===== config.mk =====
export PLATFORM = sky130hd
export DESIGN_NAME = req_panel_flat
export DESIGN_NICKNAME = d
export VERILOG_FILES = /design/src/rtl/req_panel_pkg.sv /design/src/rtl/req_panel_if.sv /design/src/rtl/req_panel_btn_debounce.sv /design/src/rtl/req_panel.sv /design/src/flat_wrapper.sv
export SDC_FILE = /design/constraint.sdc
export NUM_CORES = 1
export LEC_CHECK = 0
export CAP_MARGIN = 20
export CORE_MARGIN = 2
export CORE_UTILIZATION = 48
export DETAILED_ROUTE_END_ITERATION = 10
export PLACE_DENSITY = 0.75
export SYNTH_ARGS = -nofsm -noshare
export SYNTH_HDL_FRONTEND = slang
export SYNTH_SLANG_ARGS = --single-unit

===== constraint.sdc =====
create_clock -name clk10hz -period 1.7 [get_ports clk10hz]
set_input_delay 0.255 -clock clk10hz [delete_from_list [all_inputs] [get_ports clk10hz]]
set_output_delay 0.255 -clock clk10hz [all_outputs]
set_load 0.03 [all_outputs]

===== src/rtl/req_panel_pkg.sv =====
// Shared constants and types for the floor request panel and the elevator controller.
package req_panel_pkg;

    localparam int N_FLOORS   = 3;
    localparam int DB_SAMPLES = 2;

    // Floor bit positions inside every per-floor vector
    localparam int FLOOR_1 = 0;
    localparam int FLOOR_2 = 1;
    localparam int FLOOR_3 = 2;

    localparam int CNT_W = 2;

    typedef logic [CNT_W-1:0] pending_cnt_t;

    typedef struct packed {
        logic         valid;
        pending_cnt_t cnt;
    } panel_status_t;

endpackage


===== src/rtl/req_panel_if.sv =====
// Signal bundle between the elevator controller (master) and the request panel (slave).
interface req_panel_if #(
    parameter int N_FLOORS = req_panel_pkg::N_FLOORS
);

    logic [N_FLOORS-1:0]         btn;
    logic [N_FLOORS-1:0]         at_floor;
    logic                        door_open;
    logic [N_FLOORS-1:0]         served;
    logic [N_FLOORS-1:0]         req;
    logic                        req_valid;
    req_panel_pkg::pending_cnt_t pending_cnt;

    modport master (
        output btn,
        output at_floor,
        output door_open,
        output served,
        input  req,
        input  req_valid,
        input  pending_cnt
    );

    modport slave (
        input  btn,
        input  at_floor,
        input  door_open,
        input  served,
        output req,
        output req_valid,
        output pending_cnt
    );

endinterface


===== src/rtl/req_panel_btn_debounce.sv =====
// One push-button front end: two-flop synchronizer, run-length debounce and a
// one-cycle press strobe on each rising edge of the debounced level.
module btn_debounce #(
    parameter int DB_SAMPLES = req_panel_pkg::DB_SAMPLES
) (
    input  logic clk10hz,
    input  logic rst,
    input  logic btn,
    output logic press
);

    localparam int            CW       = $clog2(DB_SAMPLES + 1);
    localparam logic [CW-1:0] RUN_DONE = CW'(DB_SAMPLES);
    localparam logic [CW-1:0] RUN_ONE  = CW'(1);

    logic          sync1_r;
    logic          sync2_r;
    logic          level_r;
    logic          press_r;
    logic [CW-1:0] cnt_r;

    logic          level_next_s;
    logic [CW-1:0] cnt_next_s;
    logic [CW-1:0] run_s;

    // Run length counts the sample entering the second stage, so the settled
    // level lands one edge after the synchronizer output; the run only extends
    // while the sample already held in the second stage also disagrees.
    always_comb begin
        run_s        = RUN_ONE;
        cnt_next_s   = '0;
        level_next_s = level_r;
        if (sync1_r != level_r) begin
            if (sync2_r != level_r) begin
                run_s = cnt_r + RUN_ONE;
            end else begin
                run_s = RUN_ONE;
            end
            if (run_s >= RUN_DONE) begin
                cnt_next_s   = '0;
                level_next_s = sync1_r;
            end else begin
                cnt_next_s   = run_s;
                level_next_s = level_r;
            end
        end else begin
            run_s        = RUN_ONE;
            cnt_next_s   = '0;
            level_next_s = level_r;
        end
    end

    // Synchronizer, debounce state and press strobe registers
    always_ff @(posedge clk10hz) begin
        if (rst) begin
            sync1_r <= 1'b0;
            sync2_r <= 1'b0;
            cnt_r   <= '0;
            level_r <= 1'b0;
            press_r <= 1'b0;
        end else begin
            sync1_r <= btn;
            sync2_r <= sync1_r;
            cnt_r   <= cnt_next_s;
            level_r <= level_next_s;
            press_r <= level_next_s & ~level_r;
        end
    end

    assign press = press_r;

endmodule


===== src/rtl/req_panel.sv =====
// Floor request panel: latches debounced button presses as pending requests
// until the controller reports the floor served.
module req_panel #(
    parameter int N_FLOORS   = req_panel_pkg::N_FLOORS,
    parameter int DB_SAMPLES = req_panel_pkg::DB_SAMPLES
) (
    input  logic       clk10hz,
    input  logic       rst,
    req_panel_if.slave bus
);

    logic [N_FLOORS-1:0]          press_s;
    logic [N_FLOORS-1:0]          req_next_s;
    logic [N_FLOORS-1:0]          req_r;
    req_panel_pkg::panel_status_t status_next_s;
    req_panel_pkg::panel_status_t status_r;

    for (genvar i = 0; i < N_FLOORS; i++) begin : g_floor
        btn_debounce #(
            .DB_SAMPLES(DB_SAMPLES)
        ) u_btn_debounce (
            .clk10hz(clk10hz),
            .rst    (rst),
            .btn    (bus.btn[i]),
            .press  (press_s[i])
        );
    end

    // Per-floor latch: a clear always beats a press; a press at the open door of
    // the current floor is already being served and is absorbed.
    always_comb begin
        req_next_s = req_r;
        for (int i = 0; i < N_FLOORS; i++) begin
            if (bus.served[i]) begin
                req_next_s[i] = 1'b0;
            end else if (press_s[i] && !(bus.door_open && bus.at_floor[i])) begin
                req_next_s[i] = 1'b1;
            end else begin
                req_next_s[i] = req_r[i];
            end
        end
    end

    // Status is derived from the next request vector so it lines up with req
    always_comb begin
        status_next_s = '0;
        for (int i = 0; i < N_FLOORS; i++) begin
            status_next_s.cnt = status_next_s.cnt + {1'b0, req_next_s[i]};
        end
        status_next_s.valid = |req_next_s;
    end

    // Request and status registers
    always_ff @(posedge clk10hz) begin
        if (rst) begin
            req_r    <= '0;
            status_r <= '0;
        end else begin
            req_r    <= req_next_s;
            status_r <= status_next_s;
        end
    end

    assign bus.req         = req_r;
    assign bus.req_valid   = status_r.valid;
    assign bus.pending_cnt = status_r.cnt;

endmodule


===== src/flat_wrapper.sv =====
// flat-port wrapper written by rule: the top's interface ports become plain ports
module req_panel_flat 
#(
    parameter int N_FLOORS   = req_panel_pkg::N_FLOORS,
    parameter int DB_SAMPLES = req_panel_pkg::DB_SAMPLES
)
  (clk10hz, rst, bus_btn, bus_at_floor, bus_door_open, bus_served, bus_req, bus_req_valid, bus_pending_cnt);
  req_panel_if #(.N_FLOORS(N_FLOORS)) bus_i ();
  input  logic clk10hz;
  input  logic rst;
  input wire logic [$bits(bus_i.btn)-1:0] bus_btn;
  input wire logic [$bits(bus_i.at_floor)-1:0] bus_at_floor;
  input wire logic [$bits(bus_i.door_open)-1:0] bus_door_open;
  input wire logic [$bits(bus_i.served)-1:0] bus_served;
  output wire logic [$bits(bus_i.req)-1:0] bus_req;
  output wire logic [$bits(bus_i.req_valid)-1:0] bus_req_valid;
  output wire logic [$bits(bus_i.pending_cnt)-1:0] bus_pending_cnt;
  assign bus_i.btn = bus_btn;
  assign bus_i.at_floor = bus_at_floor;
  assign bus_i.door_open = bus_door_open;
  assign bus_i.served = bus_served;
  assign bus_req = bus_i.req;
  assign bus_req_valid = bus_i.req_valid;
  assign bus_pending_cnt = bus_i.pending_cnt;
  req_panel #(.N_FLOORS(N_FLOORS), .DB_SAMPLES(DB_SAMPLES)) u_core (.clk10hz(clk10hz), .rst(rst), .bus(bus_i));
endmodule

* Word-level counts from Yosys, hierarchy flattened
Cells that the tools add are included.
** Storage, ports and cells
- Word-level logic and storage cells :: 72
- Bits of input ports :: 12
- Output and inout port bits :: 6
- Register bits after elaboration :: 24
** Operators by class
- Bitwise logic cells :: 9
- Reductions and logical operators :: 13
- Equality and inequality tests :: 6
- Mux-type cells :: 18
- $lt $le $gt $ge :: 3
- Add/sub/neg operators :: 5
** Operators by type and width (number)
- 1-bit two-way mux :: 12
- 2-bit two-way mux :: 6
- 3-bit OR reduction :: 4
- 2-bit by 1-bit adder with 2-bit output (second input constant) :: 3
- 2-bit >= comparator (second input constant) :: 3
- 1-bit logical AND :: 6
- 1-bit inequality test :: 6
- 1-bit NOT :: 6
- 1-bit bitwise AND :: 3
- 1-bit logical NOT :: 3
- 1-bit by 1-bit adder with 2-bit output :: 1
- 2-bit by 1-bit adder with 2-bit output :: 1

* Depth between registers and ports, before layout
Gate-level depths: netlist of the first run.
- Word-level depth :: 7
- Gate-level depth with buffers :: 5

* By module
From an unflattened synthesis of the first run, not the netlist that was laid out.
** Unflattened totals
- Cells, all modules :: 82
- Area total of the unflattened synthesis :: 898.4 um^2
** By module, submodules not included
- btn_debounce :: area an instance 224.0 um^2, times used 3, cells an instance 20, seq. area each 120.1 um^2
- req_panel :: area an instance 226.5 um^2, times used 1, cells an instance 22, seq. area each 120.1 um^2

* Worst setup path after synthesis of the first run
Ideal clock, no wire load.
- Kind :: register to register
- From :: register u_core.req_r[0] (netlist: u_core.bus.req[0])
- To :: register u_core.status_r, in the netlist u_core.bus.pending_cnt[0]
- Arrival :: 1.280 ns
- Setup slack :: 0.306 ns
- Data required time :: 1.586 ns
- Cell stages (with the launch flop) :: 5
- Clock period less this slack :: 1.394 ns
- Path through :: dfxtp_1 o21bai_1 inv_1 fa_1 nor2b_1
** RTL lines
- from (decl) :: RTL line req_panel.sv:14 : logic [N_FLOORS-1:0] req_r;
- from (signal assigned) :: RTL line req_panel.sv:59 : req_r <= req_next_s;
- to (signal assigned) :: RTL line req_panel.sv:60 : status_r <= status_next_s;
- to (decl) :: RTL line req_panel.sv:16 : req_panel_pkg::panel_status_t status_r;

* Final worst setup path of the first run
- From :: register u_core.status_r, in the netlist u_core.bus.pending_cnt[0]
- To :: output port bus_pending_cnt[0]
** RTL lines
- to (decl) :: RTL line flat_wrapper.sv:17 : output wire logic [$bits(bus_i.pending_cnt)-1:0] bus_pending_cnt;
No word-level cell between the ends.

==> impl_results.html, run 1 <==
<table>
<tr><th>Metric</th><th>Value</th></tr>
<tr><th colspan="2">Status</th></tr>
<tr><td>Result of the run</td><td>completed</td></tr>
<tr><th colspan="2">Floorplanning</th></tr>
<tr><td>Vertical die dimension</td><td>47.4 um</td></tr>
<tr><td>Die X</td><td>47.4 um</td></tr>
<tr><td>Overall die area</td><td>2250 um2</td></tr>
<tr><td>I/O pin count</td><td>18</td></tr>
<tr><td>Initial standard-cell utilization of the core</td><td>0.519</td></tr>
<tr><td>Area of the core</td><td>1750 um2</td></tr>
<tr><td># rows</td><td>15</td></tr>
<tr><th colspan="2">Place</th></tr>
<tr><td>Worst setup slack after placement</td><td>-152 ps</td></tr>
<tr><td>Post-detailed-placement half-perimeter wirelength</td><td>1140 um</td></tr>
<tr><td>Count of buffers inserted at the top-level ports</td><td>17</td></tr>
<tr><td>Total instance count after detailed placement</td><td>133</td></tr>
<tr><td>Routability congestion estimate</td><td>0.733</td></tr>
<tr><th colspan="2">Worst setup path</th></tr>
<tr><td>Critical path required time</td><td>1440 ps</td></tr>
<tr><td>Worst stage delay on the critical path</td><td>690 ps</td></tr>
<tr><td>Worst Path Max Fanout</td><td>1</td></tr>
<tr><td>CP top delay family</td><td>buffers and inverters</td></tr>
<tr><td>Cell chain of the critical path</td><td>clkdlybuf4s50_1</td></tr>
<tr><td>Startpoint class of the critical path</td><td>flip-flop</td></tr>
<tr><td>Critical path's slowest cell</td><td>clkdlybuf4s50_1</td></tr>
<tr><td>Number of buffer and inverter stages on the critical path</td><td>1</td></tr>
<tr><td>Critical Path End Type</td><td>output port</td></tr>
<tr><td>Arrival time of the worst setup path</td><td>1340 ps</td></tr>
<tr><td>Critical path start-end classification</td><td>flip-flop to output port</td></tr>
<tr><th colspan="2">Drt</th></tr>
<tr><td>Total wire length after detailed routing</td><td>1470 um</td></tr>
<tr><td>Pre-Repair DR Iteration Count</td><td>2</td></tr>
<tr><td>Starting DRC count in detailed routing</td><td>6</td></tr>
<tr><td>Antenna viol nets, final</td><td>0</td></tr>
<tr><td>Via count of the routed design</td><td>631</td></tr>
<tr><td>Post-detailed-route via-to-cell ratio</td><td>4.64</td></tr>
<tr><td>Post-route DRC violation count</td><td>0</td></tr>
<tr><td>Routed wire length per instance</td><td>10.8 um</td></tr>
<tr><th colspan="2">STA</th></tr>
<tr><td>Final number of max-transition violations</td><td>0</td></tr>
<tr><td>Time the worst path needs with I/O delays and setup</td><td>1590 ps</td></tr>
<tr><td>Setup slack after layout</td><td>107 ps</td></tr>
<tr><td>Setup Viol. Count Final</td><td>0</td></tr>
<tr><td>Fmax</td><td>0.628 GHz</td></tr>
<tr><td>Post-route fraction of the period consumed by the critical path</td><td>0.937</td></tr>
<tr><td>Sum of negative setup slack</td><td>0 ps</td></tr>
<tr><td>Clock skew</td><td>3.16 ps</td></tr>
<tr><td>Hold Violations, Final</td><td>0</td></tr>
<tr><td>Setup repair after global routing missed its margin</td><td>false</td></tr>
<tr><th colspan="2">Synth</th></tr>
<tr><td>Ys async rst share</td><td>0</td></tr>
<tr><td>Prevailing post-synth register cell</td><td>dfxtp_1</td></tr>
<tr><td>Count of warnings emitted by yosys</td><td>0</td></tr>
<tr><td>Largest area contributor in the netlist</td><td>dfxtp_1</td></tr>
<tr><td>Synthesized flop and latch total</td><td>24</td></tr>
<tr><td>Number of distinct library cell variants in the gate-level netlist after synthesis</td><td>21</td></tr>
<tr><td>Number of synthesized flops with an enable pin</td><td>0</td></tr>
<tr><td>Count leader, synth</td><td>dfxtp_1</td></tr>
<tr><td>Sequential-to-total area share from yosys stat</td><td>0.530</td></tr>
<tr><td>Portion of synthesized cell area occupied by the leading cell type</td><td>0.530</td></tr>
<tr><td>Post-synthesis instance area</td><td>906 um2</td></tr>
<tr><td>Dominant cells by area after synthesis</td><td>dfxtp_1, nor2b_1, xnor2_1, xor2_1, nor2_1</td></tr>
<tr><td>Gate count of the mapped netlist</td><td>87</td></tr>
<tr><td>Commonest cells in the netlist</td><td>dfxtp_1, nor2_1, nor2b_1</td></tr>
<tr><td>Synth Area per Inst</td><td>10.4 um2</td></tr>
<tr><th colspan="2">GRT</th></tr>
<tr><td>Via count of the first global-routing pass</td><td>576</td></tr>
<tr><td>Leftover overflow at the end of global routing</td><td>0</td></tr>
<tr><td>Overall fraction of global-route tracks in use</td><td>0.154</td></tr>
<tr><td>Antenna violations before repair</td><td>0</td></tr>
<tr><td>Maximum number of pins on one net before global-route repair</td><td>13</td></tr>
<tr><td>First-pass GRT wire length</td><td>2320 um</td></tr>
<tr><th colspan="2">Flow run</th></tr>
<tr><td>Total of max-cap violations</td><td>0</td></tr>
<tr><th colspan="2">Clock tree</th></tr>
<tr><td>Number of buffers inserted by post-CTS setup repair</td><td>0</td></tr>
<tr><td>Clock tree root driver cell</td><td>clkbuf_4</td></tr>
<tr><td>Clock buffers created by TritonCTS</td><td>3</td></tr>
<tr><td>Worst-case clock buffer depth</td><td>2</td></tr>
<tr><td>Clock slew seen by the registers of the worst setup and hold paths</td><td>120 ps</td></tr>
<tr><td>Insertion delay to the later sink of the worst-skew pair</td><td>300 ps</td></tr>
<tr><td>Sink Count</td><td>24</td></tr>
<tr><td>Hold-fix buffers, CTS</td><td>0</td></tr>
<tr><td>CTS tree</td><td>done</td></tr>
<tr><td>H-tree depth reported by CTS</td><td>1</td></tr>
<tr><td>Cells resized by post-CTS repair</td><td>0</td></tr>
<tr><th colspan="2">Pwr</th></tr>
<tr><td>Cell Pwr Density</td><td>797 nW/um2</td></tr>
<tr><td>Leakage power figure</td><td>0.000489 uW</td></tr>
<tr><td>Largest voltage drop on the vdd net</td><td>0.561 mV</td></tr>
<tr><th colspan="2">Min path</th></tr>
<tr><td>Min-Delay Path Class</td><td>primary input to flip-flop</td></tr>
<tr><th colspan="2">Finish</th></tr>
<tr><td>Layout net count</td><td>126</td></tr>
<tr><td>Filler Cells Inserted</td><td>157</td></tr>
<tr><td>Final instance count without filler cells</td><td>136</td></tr>
<tr><td>Number of diodes</td><td>0</td></tr>
<tr><td>Ratio of cells with drive above 1 in the final layout</td><td>0.0991</td></tr>
<tr><td>Synthesis-to-finish area growth</td><td>26.4%</td></tr>
</table>
cell type report:
type | instances | area, um2 | share of cell area
sequential | 24 | 480 | 0.420
clock buffer | 3 | 22.5 | 0.0197
multi-input combinational | 56 | 384 | 0.336
timing repair buffer | 21 | 200 | 0.175
inverter | 7 | 26.3 | 0.0230
tap | 25 | 31.3 | 0.0273
layout by cell type (no fill, tap or decap), drive strengths merged:
cell type / instances
nor2: 9
o22ai: 1
and4b: 1
o21bai: 3
inv: 7
dfxtp: 24
clkbuf: 3
a21boi: 3
fa: 1
nand2: 2
a31oi: 1
xnor2: 5
conb: 3
o32ai: 2
clkdlybuf4s50: 17
a21oi: 3
nand2b: 3
nor2b: 8
buf: 4
xor2: 5
nor3: 5
o21ai: 1
routing by layer:
| layer | up-vias | global-route usage | wire length, um |
|---|---|---|---|
| met5 | - | 0 | 0 |
| met4 | 0 | 0.0833 | 26 |
| met3 | 4 | 0.0226 | 75 |
| met2 | 14 | 0.286 | 748 |
| met1 | 285 | 0.164 | 624 |
| li1 | 328 | - | - |
power breakdown:
part / internal, uW / switching [uW] / leakage (uW)
logic: 49.6 / 33.5 / 0.000279
clock network: 82.6 / 154 / 0.0000138
registers: 578 / 14.2 / 0.000196
total: 710 / 202 / 0.000489
metrics by stage:
step	cell area (um2)	hold WS, ps	util	total power (uW)
CTS	1140	491	0.656	918
global route	1140	488	0.656	950
global placement	1120	470	0.643	684
detailed placement	1120	479	0.643	688
floorplan	913	383	-	653
finish	1140	494	0.656	912
final timing paths:
kind         cells past startpoint                                             endpoint  slack (ps)                                                start
max                              1                                   bus_pending_cnt[0]         110                 u_core.bus.pending_cnt[0]$_SDFF_PP0_
min                              2  u_core.g_floor[1].u_btn_debounce.sync1_r$_SDFF_PP0_         490                                           bus_btn[1]
max reg2reg                      5                 u_core.bus.pending_cnt[0]$_SDFF_PP0_         270    u_core.g_floor[0].u_btn_debounce.press$_SDFF_PP0_
min reg2reg                      2    u_core.g_floor[0].u_btn_debounce.press$_SDFF_PP0_         510  u_core.g_floor[0].u_btn_debounce.sync2_r$_SDFF_PP0_
state kept, by name (all words and copies together), names as in the netlist:
name and count:
u_core.g_floor.u_btn_debounce.cnt_r 6, u_core.bus.req 3, u_core.g_floor.u_btn_debounce.level_r 3, u_core.g_floor.u_btn_debounce.press 3, u_core.g_floor.u_btn_debounce.sync1_r 3, u_core.g_floor.u_btn_debounce.sync2_r 3
u_core.bus.pending_cnt 2, u_core.bus.req_valid 1
cells by family after synthesis:
kind of cell | count (synthesis) | share of synthesized area
AOI/OAI and AO/OA | 14 | 0.122
DFF | 24 | 0.530
adders and majority gates | 1 | 0.0221
buffers and inverters | 9 | 0.0539
other | 1 | 0.00414
and+or+nand+nor | 28 | 0.171
xor gates and xnor gates | 10 | 0.0967
(Power assumes the default switching activity.)
==> run 2: changes to the inputs <==
--- a/config.mk
+++ b/config.mk
@@ -6,10 +6,12 @@
 export NUM_CORES = 1
 export LEC_CHECK = 0
 export CAP_MARGIN = 20
+export CELL_PAD_IN_SITES_DETAIL_PLACEMENT = 1
+export CELL_PAD_IN_SITES_GLOBAL_PLACEMENT = 1
 export CORE_MARGIN = 2
-export CORE_UTILIZATION = 48
+export CORE_UTILIZATION = 37
 export DETAILED_ROUTE_END_ITERATION = 10
-export PLACE_DENSITY = 0.75
+export PLACE_DENSITY_LB_ADDON = 0.1
 export SYNTH_ARGS = -nofsm -noshare
 export SYNTH_HDL_FRONTEND = slang
 export SYNTH_SLANG_ARGS = --single-unit
==> impl_results.html, run 2 (same netlist as run 1, synthesis figures left out) <==
<table>
<tr><th>Metric</th><th>Value</th></tr>
<tr><th colspan="2">Finish</th></tr>
<tr><td>Number of diodes</td><td>0 (unchanged)</td></tr>
<tr><td>Number of flip-flops under the largest register name</td><td>6 (unchanged)</td></tr>
<tr><td>Highest-count cells in the layout ignoring fill and taps</td><td>dfxtp_1, clkdlybuf4s50_1, nor2_1, nor2b_1, inv_1</td></tr>
<tr><td>Largest reg by FF count</td><td>u_core.g_floor.u_btn_debounce.cnt_r</td></tr>
<tr><td>Most common library cell in the layout ignoring fill and taps</td><td>dfxtp_1</td></tr>
<tr><td>Ratio of cells with drive above 1 in the final layout</td><td>0.115 (+0.0159)</td></tr>
<tr><td>Layout net count</td><td>127 (+0.79%)</td></tr>
<tr><td>Final instance count without filler cells</td><td>141 (+3.7%)</td></tr>
<tr><td>Synthesis-to-finish area growth</td><td>29.1%</td></tr>
<tr><td>Core utilization of the finished layout</td><td>0.519 (-0.137)</td></tr>
<tr><td>Finished layout cell area</td><td>1170 um2 (+2.2%)</td></tr>
<tr><th colspan="2">Place</th></tr>
<tr><td>Post-detailed-placement half-perimeter wirelength</td><td>1280 um (+13%)</td></tr>
<tr><td>Routability congestion estimate</td><td>0.687 (-6.3%)</td></tr>
<tr><td>Area after detailed placement</td><td>1130 um2 (+1.0%)</td></tr>
<tr><td>Count of buffers inserted at the top-level ports</td><td>17 (unchanged)</td></tr>
<tr><td>Worst setup slack after placement</td><td>-122 ps (+29.7 ps)</td></tr>
<tr><td>Total instance count after detailed placement</td><td>137 (+3.0%)</td></tr>
<tr><th colspan="2">Floorplanning</th></tr>
<tr><td>Area of the core</td><td>2250 um2 (+29%)</td></tr>
<tr><td>I/O pin count</td><td>18 (unchanged)</td></tr>
<tr><td>Initial standard-cell utilization of the core</td><td>0.402 (-0.117)</td></tr>
<tr><td>Overall die area</td><td>2860 um2 (+27%)</td></tr>
<tr><td># rows</td><td>17 (+2)</td></tr>
<tr><td>Vertical die dimension</td><td>53.5 um (+13%)</td></tr>
<tr><td>Die X</td><td>53.5 um (+13%)</td></tr>
<tr><th colspan="2">Worst setup path</th></tr>
<tr><td>Arrival time of the worst setup path</td><td>1340 ps (about the same)</td></tr>
<tr><td>Launch point of the critical path</td><td>u_core.bus.req[0]$_SDFF_PP0_</td></tr>
<tr><td>Critical Path End Type</td><td>output port</td></tr>
<tr><td>Worst stage delay on the critical path</td><td>670 ps (-20 ps)</td></tr>
<tr><td>Setup slack of the most critical reg-to-reg path</td><td>310 ps (+40 ps)</td></tr>
<tr><td>Worst Path Max Fanout</td><td>2 (+1)</td></tr>
<tr><td>Startpoint class of the critical path</td><td>flip-flop</td></tr>
<tr><td>Crit path capture</td><td>bus_req[0]</td></tr>
<tr><td>Critical path start-end classification</td><td>flip-flop to output port</td></tr>
<tr><td>Endpoint of the worst register-to-register path</td><td>u_core.bus.pending_cnt[0]$_SDFF_PP0_</td></tr>
<tr><td>CP top delay family</td><td>buffers and inverters</td></tr>
<tr><td>Critical path's slowest cell</td><td>clkdlybuf4s50_1</td></tr>
<tr><td>Number of buffer and inverter stages on the critical path</td><td>1 (unchanged)</td></tr>
<tr><td>Startpoint of the most critical register-to-register path</td><td>u_core.g_floor[0].u_btn_debounce.press$_SDFF_PP0_</td></tr>
<tr><td>Critical path required time</td><td>1440 ps (about the same)</td></tr>
<tr><td>Number of cells on the worst reg-to-reg path</td><td>5 (unchanged)</td></tr>
<tr><td>Worst path depth</td><td>1 (unchanged)</td></tr>
<tr><td>Cell chain of the critical path</td><td>clkdlybuf4s50_1</td></tr>
<tr><th colspan="2">STA</th></tr>
<tr><td>Hold Violations, Final</td><td>0 (unchanged)</td></tr>
<tr><td>Final number of max-transition violations</td><td>0 (unchanged)</td></tr>
<tr><td>Clock skew</td><td>1.33 ps (-1.82 ps)</td></tr>
<tr><td>Sum of negative setup slack</td><td>0 ps (unchanged)</td></tr>
<tr><td>Setup repair after global routing missed its margin</td><td>false</td></tr>
<tr><td>Time the worst path needs with I/O delays and setup</td><td>1590 ps (-0.981 ps)</td></tr>
<tr><td>Setup Viol. Count Final</td><td>0 (unchanged)</td></tr>
<tr><td>Fmax</td><td>0.628 GHz (about the same)</td></tr>
<tr><td>Post-route fraction of the period consumed by the critical path</td><td>0.937 (about the same)</td></tr>
<tr><td>Setup slack after layout</td><td>108 ps (+0.981 ps)</td></tr>
<tr><th colspan="2">Drt</th></tr>
<tr><td>Antenna viol nets, final</td><td>0 (unchanged)</td></tr>
<tr><td>Post-detailed-route via-to-cell ratio</td><td>4.54 (-2.2%)</td></tr>
<tr><td>Total wire length after detailed routing</td><td>1590 um (+7.5%)</td></tr>
<tr><td>Routed wire length per instance</td><td>11.2 um (+3.7%)</td></tr>
<tr><td>Starting DRC count in detailed routing</td><td>2 (-4)</td></tr>
<tr><td>Post-route DRC violation count</td><td>0 (unchanged)</td></tr>
<tr><td>Pre-Repair DR Iteration Count</td><td>4 (+2)</td></tr>
<tr><td>Via count of the routed design</td><td>640 (+1.4%)</td></tr>
<tr><th colspan="2">GRT</th></tr>
<tr><td>Leftover overflow at the end of global routing</td><td>0 (unchanged)</td></tr>
<tr><td>Via count of the first global-routing pass</td><td>642 (+11%)</td></tr>
<tr><td>Maximum number of pins on one net before global-route repair</td><td>14 (+1)</td></tr>
<tr><td>Antenna violations before repair</td><td>0 (unchanged)</td></tr>
<tr><td>First-pass GRT wire length</td><td>2730 um (+18%)</td></tr>
<tr><td>Overall fraction of global-route tracks in use</td><td>0.136 (-0.0181)</td></tr>
<tr><th colspan="2">Clock tree</th></tr>
<tr><td>H-tree depth reported by CTS</td><td>1 (unchanged)</td></tr>
<tr><td>Number of buffers inserted by post-CTS setup repair</td><td>0 (unchanged)</td></tr>
<tr><td>Worst-case clock buffer depth</td><td>2 (unchanged)</td></tr>
<tr><td>Clock tree root driver cell</td><td>clkbuf_4</td></tr>
<tr><td>Clock slew seen by the registers of the worst setup and hold paths</td><td>120 ps (about the same)</td></tr>
<tr><td>Sink Count</td><td>24 (unchanged)</td></tr>
<tr><td>CTS tree</td><td>done</td></tr>
<tr><td>Clock buffers created by TritonCTS</td><td>3 (unchanged)</td></tr>
<tr><td>Insertion delay to the later sink of the worst-skew pair</td><td>300 ps (about the same)</td></tr>
<tr><td>Hold-fix buffers, CTS</td><td>0 (unchanged)</td></tr>
<tr><td>Cells resized by post-CTS repair</td><td>0 (unchanged)</td></tr>
<tr><th colspan="2">Pwr</th></tr>
<tr><td>Leakage power figure</td><td>0.000500 uW (+2.3%)</td></tr>
<tr><td>Part of the power in registers</td><td>0.616 (-0.033)</td></tr>
<tr><td>Combinational share of power</td><td>0.087 (-0.004)</td></tr>
<tr><td>Internal power of the cells</td><td>758 uW (+6.8%)</td></tr>
<tr><td>Fraction of power spent switching nets</td><td>0.211 (-0.0105)</td></tr>
<tr><td>Switching power</td><td>203 uW (+0.38%)</td></tr>
<tr><td>Relative contribution of the clock network to total power</td><td>0.297 (+0.037)</td></tr>
<tr><td>Cell Pwr Density</td><td>822 nW/um2 (+3.1%)</td></tr>
<tr><td>Largest voltage drop on the vdd net</td><td>0.451 mV (-20%)</td></tr>
<tr><th colspan="2">Status</th></tr>
<tr><td>Result of the run</td><td>completed</td></tr>
<tr><th colspan="2">Min path</th></tr>
<tr><td>Min-Delay Path Class</td><td>primary input to flip-flop</td></tr>
<tr><th colspan="2">Flow run</th></tr>
<tr><td>Total of max-cap violations</td><td>0 (unchanged)</td></tr>
</table>
## run 2: cell count changes in the layout (fill, tap and decap cells not counted), sizes merged
cell / before / now
buf: 4 / 5
clkbuf: 3 / 4
## run 2: cell type report
cell class                 instances  area (um2)
tap                               28        35.0
inverter                           7        26.3
sequential                        24         480
fill                             280        1080
clock buffer                       4        36.3
multi-input combinational         56         384
timing repair buffer              22         208
## run 2: power by group through the flow
stage / combinational (uW) / sequential (uW) / clock (uW)
2_1_floorplan: 49.8 / 603 / 0
5_1_grt: 92.7 / 596 / 324
4_1_cts: 85.0 / 592 / 306
3_5_place_dp: 84.3 / 605 / 0
3_3_place_gp: 82.2 / 604 / 0
6_report: 83.4 / 592 / 286
## run 2: metal layers
layer / track usage / share of wire / vias up / wire length, um
met2: 0.206 / 0.47 / 12 / 746
met1: 0.171 / 0.46 / 297 / 736
li1: - / - / 329 / -
met4: 0.0769 / 0.011 / 0 / 17
met5: 0 / 0 / - / 0
met3: 0.0367 / 0.054 / 2 / 85
## run 2: per-stage QoR
step	hold slack [ps]	power (uW)
2_1_floorplan	383	653
3_3_place_gp	472	686
3_5_place_dp	484	689
4_1_cts	481	983
5_1_grt	500	1010
6_report	497	961
## run 2: worst min-delay path by stage
stage / from / end / depth (start not counted)
5_1_grt: bus_btn[0] / u_core.g_floor[0].u_btn_debounce.sync1_r$_SDFF_PP0_ / 2
3_5_place_dp: u_core.g_floor[0].u_btn_debounce.sync2_r$_SDFF_PP0_ / u_core.g_floor[0].u_btn_debounce.press$_SDFF_PP0_ / 2
2_1_floorplan: bus_btn[0] / u_core.g_floor[0].u_btn_debounce.sync1_r$_SDFF_PP0_ / 1
3_3_place_gp: u_core.g_floor[0].u_btn_debounce.sync2_r$_SDFF_PP0_ / u_core.g_floor[0].u_btn_debounce.press$_SDFF_PP0_ / 2
4_1_cts: bus_btn[1] / u_core.g_floor[1].u_btn_debounce.sync1_r$_SDFF_PP0_ / 2
6_report: bus_btn[2] / u_core.g_floor[2].u_btn_debounce.sync1_r$_SDFF_PP0_ / 2
